--- config.mk ---
export PLATFORM = sky130hd
export DESIGN_NAME = clk_gate_ctrl
export DESIGN_NICKNAME = d
export VERILOG_FILES = /design/src/rtl/clk_gate_ctrl.sv
export SDC_FILE = /design/constraint.sdc
export NUM_CORES = 1
export LEC_CHECK = 0
export ABC_CLOCK_PERIOD_IN_PS = 1410
export CAP_MARGIN = 20
export CORE_MARGIN = 2
export CORE_UTILIZATION = 50
export DETAILED_ROUTE_END_ITERATION = 10
export PLACE_DENSITY = 0.73
export SYNTH_ARGS = -nofsm -noshare
export SYNTH_HDL_FRONTEND = slang
export SYNTH_SLANG_ARGS = --single-unit
--- constraint.sdc ---
create_clock -name clk -period 1.41 [get_ports clk]
set_input_delay 0.141 -clock clk [delete_from_list [all_inputs] [get_ports clk]]
set_output_delay 0.141 -clock clk [all_outputs]
set_load 0.05 [all_outputs]
--- src/rtl/clk_gate_ctrl.sv ---
// clk_gate_ctrl: sequences the BUFHCE CE from an enable request, enforcing dwell, drain and settle times.
// Latency: ce_out follows an eligible request by one cycle. Optional `CLK_GATE_STATS_EN adds gate_cnt.
module clk_gate_ctrl #(
  parameter int SETTLE_CYC = 4,
  parameter int DRAIN_CYC  = 2,
  parameter int MIN_ON     = 8,
  parameter int MIN_OFF    = 8,
  parameter int CNT_W      = 8
) (
  input  logic        clk,
  input  logic        rst,
  input  logic        req_en,
  input  logic        force_on,
  output logic        ce_out,
  output logic        en_ack,
`ifdef CLK_GATE_STATS_EN
  output logic [15:0] gate_cnt,
`endif
  output logic        busy
);

  typedef enum logic [2:0] {
    S_OFF        = 3'd0,
    S_SETTLE_ON  = 3'd1,
    S_ON         = 3'd2,
    S_DRAIN      = 3'd3,
    S_SETTLE_OFF = 3'd4
  } state_t;

  localparam logic [CNT_W-1:0] L_SETTLE  = CNT_W'(SETTLE_CYC);
  localparam logic [CNT_W-1:0] L_DRAIN   = CNT_W'(DRAIN_CYC);
  localparam logic [CNT_W-1:0] L_MIN_ON  = CNT_W'(MIN_ON);
  localparam logic [CNT_W-1:0] L_MIN_OFF = CNT_W'(MIN_OFF);

  state_t           r_state;
  state_t           w_state_nxt;
  logic [CNT_W-1:0] r_cnt;
  logic             r_ce;
  logic             r_ack;
  logic             r_busy;
  logic             w_ce_nxt;
  logic             w_ack_nxt;
  logic             w_busy_nxt;
  logic             w_req;

  assign w_req = req_en | force_on;

  // Counter holds cycles spent in the current state, entry cycle counted as 1.
  always_ff @(posedge clk) begin
    if (rst) begin
      r_state <= S_OFF;
      r_cnt   <= L_MIN_OFF;
      r_ce    <= 1'b0;
      r_ack   <= 1'b0;
      r_busy  <= 1'b0;
    end else begin
      r_state <= w_state_nxt;
      r_ce    <= w_ce_nxt;
      r_ack   <= w_ack_nxt;
      r_busy  <= w_busy_nxt;
      if (w_state_nxt != r_state)
        r_cnt <= CNT_W'(1);
      else if (!(&r_cnt))
        r_cnt <= r_cnt + 1'b1;
    end
  end

  always_comb begin
    w_state_nxt = r_state;
    case (r_state)
      S_OFF:        if (w_req && (r_cnt >= L_MIN_OFF)) w_state_nxt = S_SETTLE_ON;
      S_SETTLE_ON:  if (r_cnt >= L_SETTLE) w_state_nxt = S_ON;
      S_ON:         if (!w_req && (r_cnt >= L_MIN_ON))
                      w_state_nxt = (DRAIN_CYC == 0) ? S_SETTLE_OFF : S_DRAIN;
      S_DRAIN:      if (r_cnt >= L_DRAIN) w_state_nxt = S_SETTLE_OFF;
      S_SETTLE_OFF: if (r_cnt >= L_SETTLE) w_state_nxt = S_OFF;
      default:      w_state_nxt = S_OFF;
    endcase
  end

  // Outputs are decoded from the next state and registered alongside it.
  always_comb begin
    w_ce_nxt   = 1'b0;
    w_ack_nxt  = 1'b0;
    w_busy_nxt = 1'b0;
    case (w_state_nxt)
      S_SETTLE_ON:  begin w_ce_nxt = 1'b1; w_busy_nxt = 1'b1; end
      S_ON:         begin w_ce_nxt = 1'b1; w_ack_nxt  = 1'b1; end
      S_DRAIN:      begin w_ce_nxt = 1'b1; w_busy_nxt = 1'b1; end
      S_SETTLE_OFF: w_busy_nxt = 1'b1;
      default:      w_ce_nxt = 1'b0;
    endcase
  end

  assign ce_out = r_ce;
  assign en_ack = r_ack;
  assign busy   = r_busy;

`ifdef CLK_GATE_STATS_EN
  logic [15:0] r_gate_cnt;

  always_ff @(posedge clk) begin
    if (rst)
      r_gate_cnt <= 16'd0;
    else if ((r_state == S_SETTLE_ON) && (w_state_nxt == S_ON) && !(&r_gate_cnt))
      r_gate_cnt <= r_gate_cnt + 16'd1;
  end

  assign gate_cnt = r_gate_cnt;
`endif

endmodule

# Yosys cells after proc, flatten, opt, wreduce, memory -nomap -nowiden
# Index checks and enable logic that the tools add are counted.
# W data, S select, Z words.
# classes
addsub,1
mul,0
div,0
n_lt_le_gt_ge,3
eq_ne,10
shift,0
mux,11
n_bitwise,1
n_reduce_logical,8
# op_table
cell,n
$mux W3,5
$pmux W3 S5,1
$eq A3 B2 Y1 const B,4
$add A8 B1 Y8 const B,1
$ge A8 B2 Y1 const B,1
$ge A8 B3 Y1 const B,1
$ge A8 B4 Y1 const B,1
$mux W4,2
$reduce_and A8 Y1,1
$eq A3 B1 Y1 const B,2
$eq A3 B3 Y1 const B,2
$reduce_or A3 Y1,2
$logic_not A3 Y1,1
$mux W1,3
$ne A3 B3 Y1,1
$logic_and A1 B1 Y1,2
$ne A2 B2 Y1 const B,1
$reduce_or A2 Y1,1
$logic_not A1 Y1,1
$or A1 B1 Y1,1
# totals
register_bits,14
latch_bits,0
ramBits,0
rom_bits,0
input_bits,4
output_inout_bits,3
wordCells,40
memories,0

# Longest topological paths before layout
# Gate-level depths: netlist of run 1.
# logic_depth
depth_word,8
ltp_mapped,5

# Worst setup path after synthesis of run 1
# No wires, ideal clock.
# synth_path
path_type,register -> register
start,register r_cnt[7]
end,register r_cnt[4]
setup_time_ns,0.088
arrival_time_ns,1.348
required_ns,1.322
path_slack_ns,-0.026
stages_incl_launch_ff,5
n_path_buf,0
period_less_slack_ns,1.436
cell_sequence,dfxtp_1 or3_4 o311ai_4 a32oi_4 a311oi_2
# synth_between
elab_chain_cells,6
word_cells_on_any_way,14
cone_classes,order compare: 3; eq/ne: 1; mux: 6; reduce/logical: 4
# synth_lines
item,line_no,text
start: declaration,37,logic [CNT_W-1:0] r_cnt;
start signal: assignment,64,r_cnt <= r_cnt + 1'b1;
$ge A8 B4 Y1,"71, 73",
$logic_and A1 B1 Y1 (on tied branches),"73, 71",
$mux W3 (on tied branches),"73, 71",
$pmux W3 S5,70,case (r_state)
$ne A3 B3 Y1,61,if (w_state_nxt != r_state)
$reduce_or A2 Y1 (no source line),n/a,
# Parallel ways exist; a longest one is shown, timed or not.
# A chain may end at the register's enable or synchronous reset.

# Final worst setup path of run 1
# Ends and elaborated chain as after synthesis.

==> flow_metrics.tcl, run 1 <==
set metrics [dict create \
    drtPass1Iterations 4 \
    hold_viol_final 0 \
    gr-total-overflow 0 \
    crit_fanout 6 \
    cts_max_level 1 \
    cts_made_buffers 3 \
    whs_ns 0.518 \
    yosysSeqAreaShare 0.325 \
    clock.fmax_ghz 0.658 \
    grt_first_pass_wirelength_um 2920 \
    setup_viol 11 \
    power_density_mw_per_mm2 1320 \
    failed_checks "setup timing" \
    p_clk_frac 0.192 \
    yosys.area_share.simple 0.251 \
    grt_max_degree 10 \
    swShare 0.375 \
    fin_area_mm2 0.00112 \
    ys_warn_count 0 \
    ys_async_sr_fraction 0 \
    wirelength_um 1900 \
    cts_hold_buf 0 \
    mostFrequentLayoutCells "buf_4 (25), nor2_1 (11), dfxtp_1 (10), a21oi_1 (9)" \
    critPathLaunchType "flop" \
    comb_power_share 0.450 \
    dpl_worst_slack_ns -0.230 \
    crit_path_cell_trace "or3_4 -> nor3_4 -> a32oi_4 -> a311oi_2" \
    postPlaceCellArea_mm2 0.00102 \
    critPathArrivalTime_ns 1.71 \
    core_area_mm2 0.00167 \
    synthMuxAreaShare 0.0232 \
    drt_iter0_drc 8 \
    slew_violations 0 \
    path_class "flop to flop" \
    dieArea_mm2 0.00208 \
    synth_top_family_by_area "compound AO/OA/AOI/OAI gates" \
    clock_sinks 14 \
    leakage_uw 0.000461 \
    n_antenna_cell 0 \
    grt_pass1_vias 716 \
    drt-wirelength-per-cell_um 14.1 \
    synth_area_um2 863 \
    ys.flop_type "dfxtp_1" \
    path_clk_slew_ns 0.09 \
    clkLatencyLatePin_ns 0.28 \
    num_rows 15 \
    fin_crit_ns 1.52 \
    synth_area_per_cell_um2 9.49 \
    cpMaxStageDelayCell "or3_4" \
    io_pins 7 \
    endpoint_kind "flop" \
    synth_compound_area_frac 0.270 \
    dp_hpwl_um 1390 \
    synth_enable_flop_cells 0 \
    synth_xor_area_frac 0.0203 \
    nFillCells 141 \
    worstMarginPinSlew_ns 0.363 \
    area_growth_pct 30.0 \
    vdd_ir_drop_max_uv 663 \
    avgViaCountPerCell 5.76 \
    syn-instance-count 91 \
    p_total_uw 1490 \
    die_x_um 45.6 \
    start_util 0.517 \
    fin_ws_ns -0.109 \
    route.detailed.drc 0 \
    root_buffer "clkbuf_4" \
    die_y_um 45.6 \
    final_nets 125 \
    clockBufferDepth 2 \
    cts_tree "built" \
    multi_input_area_um2 543 \
    io_buffers 6 \
    drive_gt1_frac 0.441 \
    ys_types 41 \
    globalplace.congestion 0.831 \
    synth_fp_nets 97 \
    fin_skew_ns 0.00697 \
    status "finished, violations left" \
    maxCapViolCount 0 \
    final_cells 135 \
    track_usage 0.200 \
    dp_cells 127 \
    internal_power_uw 929 \
    pwr-share-seq 0.358 \
    antenna_found_initial 0 \
    min_path_type "primary input to flop" \
    num_vias 778 \
    critical_path_required_ns 1.60 \
    rsz0062_at_grt "true" \
    seqCellArea_um2 285 \
    cpPeakStageDelay_ns 0.42 \
    synth_fa_ha_area_frac 0.0290 \
    min_period_over_period 1.08 \
    drtAntennaViolNets 0 \
    worst_slew_margin_rel 0.757 \
    p_sw_uw 556 \
    synth_seq_cells 14 \
    layout_commonest_cell "buf_4" \
]
flip-flops by register name, indices dropped and copies added (netlist names):
signal	count
ce_out	1
r_state	3
r_cnt	8
busy	1
en_ack	1
cell families (layout without fill, tap and decap cells):
family                   Yosys count  in the layout
XOR/XNOR                           2              2
flip-flops                        14             14
adder cells (fa/ha/maj)            2              2
AO/OA/AOI/OAI                     26             26
buffers and inverters             10             37
AND/OR/NAND/NOR                   35             35
multiplexers                       2              2
critical path: cells and delay by family, from the launching register on:
kind | cells | cell delay (ns)
DFF | 1 | 0.32
AOI/OAI and AO/OA | 2 | 0.41
and+or+nand+nor | 2 | 0.71
final cells by class:
cell class / count / share of cell area
well taps: 17 / 0.0190
flip-flops and latches: 14 / 0.254
clock buffers: 4 / 0.0323
inverters: 5 / 0.0167
repair buffers: 28 / 0.194
multi-input cells: 67 / 0.484
power groups by stage:
stage          logic, uW  registers, uW  clock network [uW]
2_1_floorplan        352            598                   0
3_3_place_gp         581            533                   0
3_5_place_dp         595            535                   0
4_1_cts              611            528                 297
5_1_grt              715            542                 317
6_report             668            532                 285
synth_stat cells (2+ instances only):
cell type,n,area (um^2)
dfxtp_1,14,280
nor2_1,11,41.3
a21oi_1,9,45.0
inv_1,5,18.8
nand2_1,5,18.8
a211oi_1,3,22.5
clkbuf_8,3,41.3
nand4_1,3,18.8
a31oi_1,2,12.5
ha_1,2,25.0
mux2i_1,2,20.0
nor3_2,2,20.0
xnor2_1,2,17.5
through the flow:
stage	TNS, ns	util
2_1_floorplan	-0.0105	-
5_1_grt	-1.29	0.672
6_report	-0.664	0.672
3_5_place_dp	-1.87	0.611
4_1_cts	-0.418	0.641
3_3_place_gp	-1.29	0.611
timing repair:
item                       in CTS  in global routing
setup buffers                   1                  3
pin swaps                       4                  6
setup endpoints to repair       9                 13
resized for setup               2                  9
worst paths after layout:
kind              cells after the start        to  startpoint  slack [ns]
hold reg to reg                       2  r_cnt[4]    r_cnt[4]        0.59
setup reg to reg                      4  r_cnt[4]    r_cnt[7]       -0.11
hold / removal                        3  r_cnt[0]         rst        0.52
setup / recovery                      4  r_cnt[4]    r_cnt[7]       -0.11
layer usage:
metal	routed length [um]	track usage
met1	821	0.229
met4	12	0.106
met3	53	0.0397
met5	0	0
met2	1020	0.346
No activity file was read; power rests on OpenSTA's default activity.
==> run 2: changes to the inputs <==
--- a/config.mk
+++ b/config.mk
@@ -11,6 +11,7 @@
 export CORE_UTILIZATION = 50
 export DETAILED_ROUTE_END_ITERATION = 10
 export PLACE_DENSITY = 0.73
+export SKIP_LAST_GASP = 1
 export SYNTH_ARGS = -nofsm -noshare
 export SYNTH_HDL_FRONTEND = slang
 export SYNTH_SLANG_ARGS = --single-unit
==> run 2 against run 1 <==
The run still ends with setup timing left. Cell count is the same. Count of clock-buffer cells in the layout did not move. Sequential power hardly changed. Worst hold slack barely moved. Clock power barely moved. Maximum frequency rose by 0.14%. Register-to-register slack about the same. Critical path depth unchanged.
==> flow_metrics.tcl, run 2 (synthesis gave the netlist of run 1 again) <==
set metrics [dict create \
    worstMarginPinSlew_ns 0.361 \
    slew_violations 0 \
    maxCapViolCount 0 \
    final_nets 125 \
    drt-wirelength-per-cell_um 14.1 \
    critPathLaunchType "flop" \
    crit_fanout 6 \
    clkLatencyLatePin_ns 0.28 \
    cts_made_buffers 3 \
    whs_ns 0.518 \
    largest_register_ffs 8 \
    crit_path_cell_trace "or3_4 -> nor3_4 -> a32oi_4 -> a311oi_2" \
    top_register "r_cnt" \
    fin_skew_ns 0.00704 \
    area_growth_pct 28.8 \
    status "finished, violations left" \
    vdd_ir_drop_max_uv 663 \
    grt_pass1_vias 716 \
    num_vias 773 \
    min_period_over_period 1.08 \
    drt_iter0_drc 13 \
    track_usage 0.200 \
    drive_gt1_frac 0.432 \
    dpl_worst_slack_ns -0.230 \
    clock_sinks 14 \
    cts_max_level 1 \
    avgViaCountPerCell 5.73 \
    rsz0062_at_grt "true" \
    die_y_um 45.6 \
    failed_checks "setup timing" \
    worst_slew_margin_rel 0.759 \
    layout_commonest_cell "buf_4" \
    reg.largest.list "r_cnt x8, r_state x3" \
    setup_tns_ns -0.677 \
    seqCellArea_um2 284 \
    path_class "flop to flop" \
    drtPass1Iterations 4 \
    globalplace.congestion 0.831 \
    wirelength_um 1900 \
    hold_viol_final 0 \
    io_buffers 6 \
    cpMaxStageDelayCell "or3_4" \
    power_density_mw_per_mm2 1330 \
    critical_path_required_ns 1.60 \
    cts_hold_buf 0 \
    dieArea_mm2 0.00208 \
    critPathArrivalTime_ns 1.71 \
    core_area_mm2 0.00167 \
    cpPeakStageDelay_ns 0.42 \
    fin_ws_ns -0.107 \
    grt_max_degree 10 \
    multi_input_area_um2 534 \
    n_antenna_cell 0 \
    dp_hpwl_um 1390 \
    root_buffer "clkbuf_4" \
    mostFrequentLayoutCells "buf_4 (25), nor2_1 (11), dfxtp_1 (11), a21oi_1 (9)" \
    antenna_found_initial 0 \
    nFillCells 144 \
    die_x_um 45.6 \
    endpoint_kind "flop" \
    leakage_uw 0.000459 \
    start_util 0.517 \
    path_clk_slew_ns 0.09 \
    fin_crit_ns 1.52 \
    clock.fmax_ghz 0.659 \
    route.detailed.drc 0 \
    grt_first_pass_wirelength_um 2920 \
    gr-total-overflow 0 \
    io_pins 7 \
    min_path_type "primary input to flop" \
    drtAntennaViolNets 0 \
    critical_path.top_delay_family "simple AND/OR/NAND/NOR gates" \
    clockBufferDepth 2 \
    cp_num_buf_inv 0 \
    num_rows 15 \
    cts_tree "built" \
    setup_viol 11 \
]
==> run 2: cell count changes in the layout (fill, tap and decap cells not counted) <==
cell,change
dfxtp_2,-1
nor4_2,+1
dfxtp_1,+1
nor4_4,-1
==> run 2: area by class of cell <==
type / count / area share
Clock buffer: 4 / 0.0326
Tap cell: 17 / 0.0191
Timing Repair Buffer: 28 / 0.196
Inverter: 5 / 0.0169
Multi-Input combinational cell: 67 / 0.480
Sequential cell: 14 / 0.255
==> run 2: metal layers <==
layer  GRT usage  wire [um]  up-vias
li1            -          -      392
met1       0.229        829      370
met2       0.346       1010        9
met3      0.0397         48        2
met4       0.106         12        0
met5           0          0        -
==> run 2: report_power, final <==
group          internal [uW]  total (uW)  switching, uW
Sequential               462         531           69.0
Clock                    157         285            128
Combinational            304         658            355
Total                    923        1470            552
==> run 2: tightest hold or removal path, stage by stage <==
cell and delay (ns):
clkdlybuf4s50_1 0.47, buf_4 0.12, a21oi_1 0.03
==> run 2: path summary, 6_finish.rpt <==
kind	depth (start not counted)	slack [ns]	endpoint	start
min	3	0.52	r_cnt[0]	rst
min reg2reg	2	0.59	r_cnt[4]	r_cnt[4]
max	4	-0.11	r_cnt[4]	r_cnt[7]
max reg2reg	4	-0.11	r_cnt[4]	r_cnt[7]
==> run 2: repair_timing <==
| action | in CTS | in global routing |
|---|---|---|
| endpoints found under the setup margin | 9 | 13 |
| pin swaps | 4 | 5 |
| resized for setup | 2 | 7 |
| buffers inserted | 1 | 3 |
==> run 2: through the flow <==
step	cell area, um^2	cells	power (uW)	util
finish	1110	135	1470	0.666
global route	1110	135	1560	0.666
CTS	1070	132	1440	0.641
detailed placement	1020	127	1130	0.611
global placement	1020	127	1110	0.611
floorplan	865	91	951	-
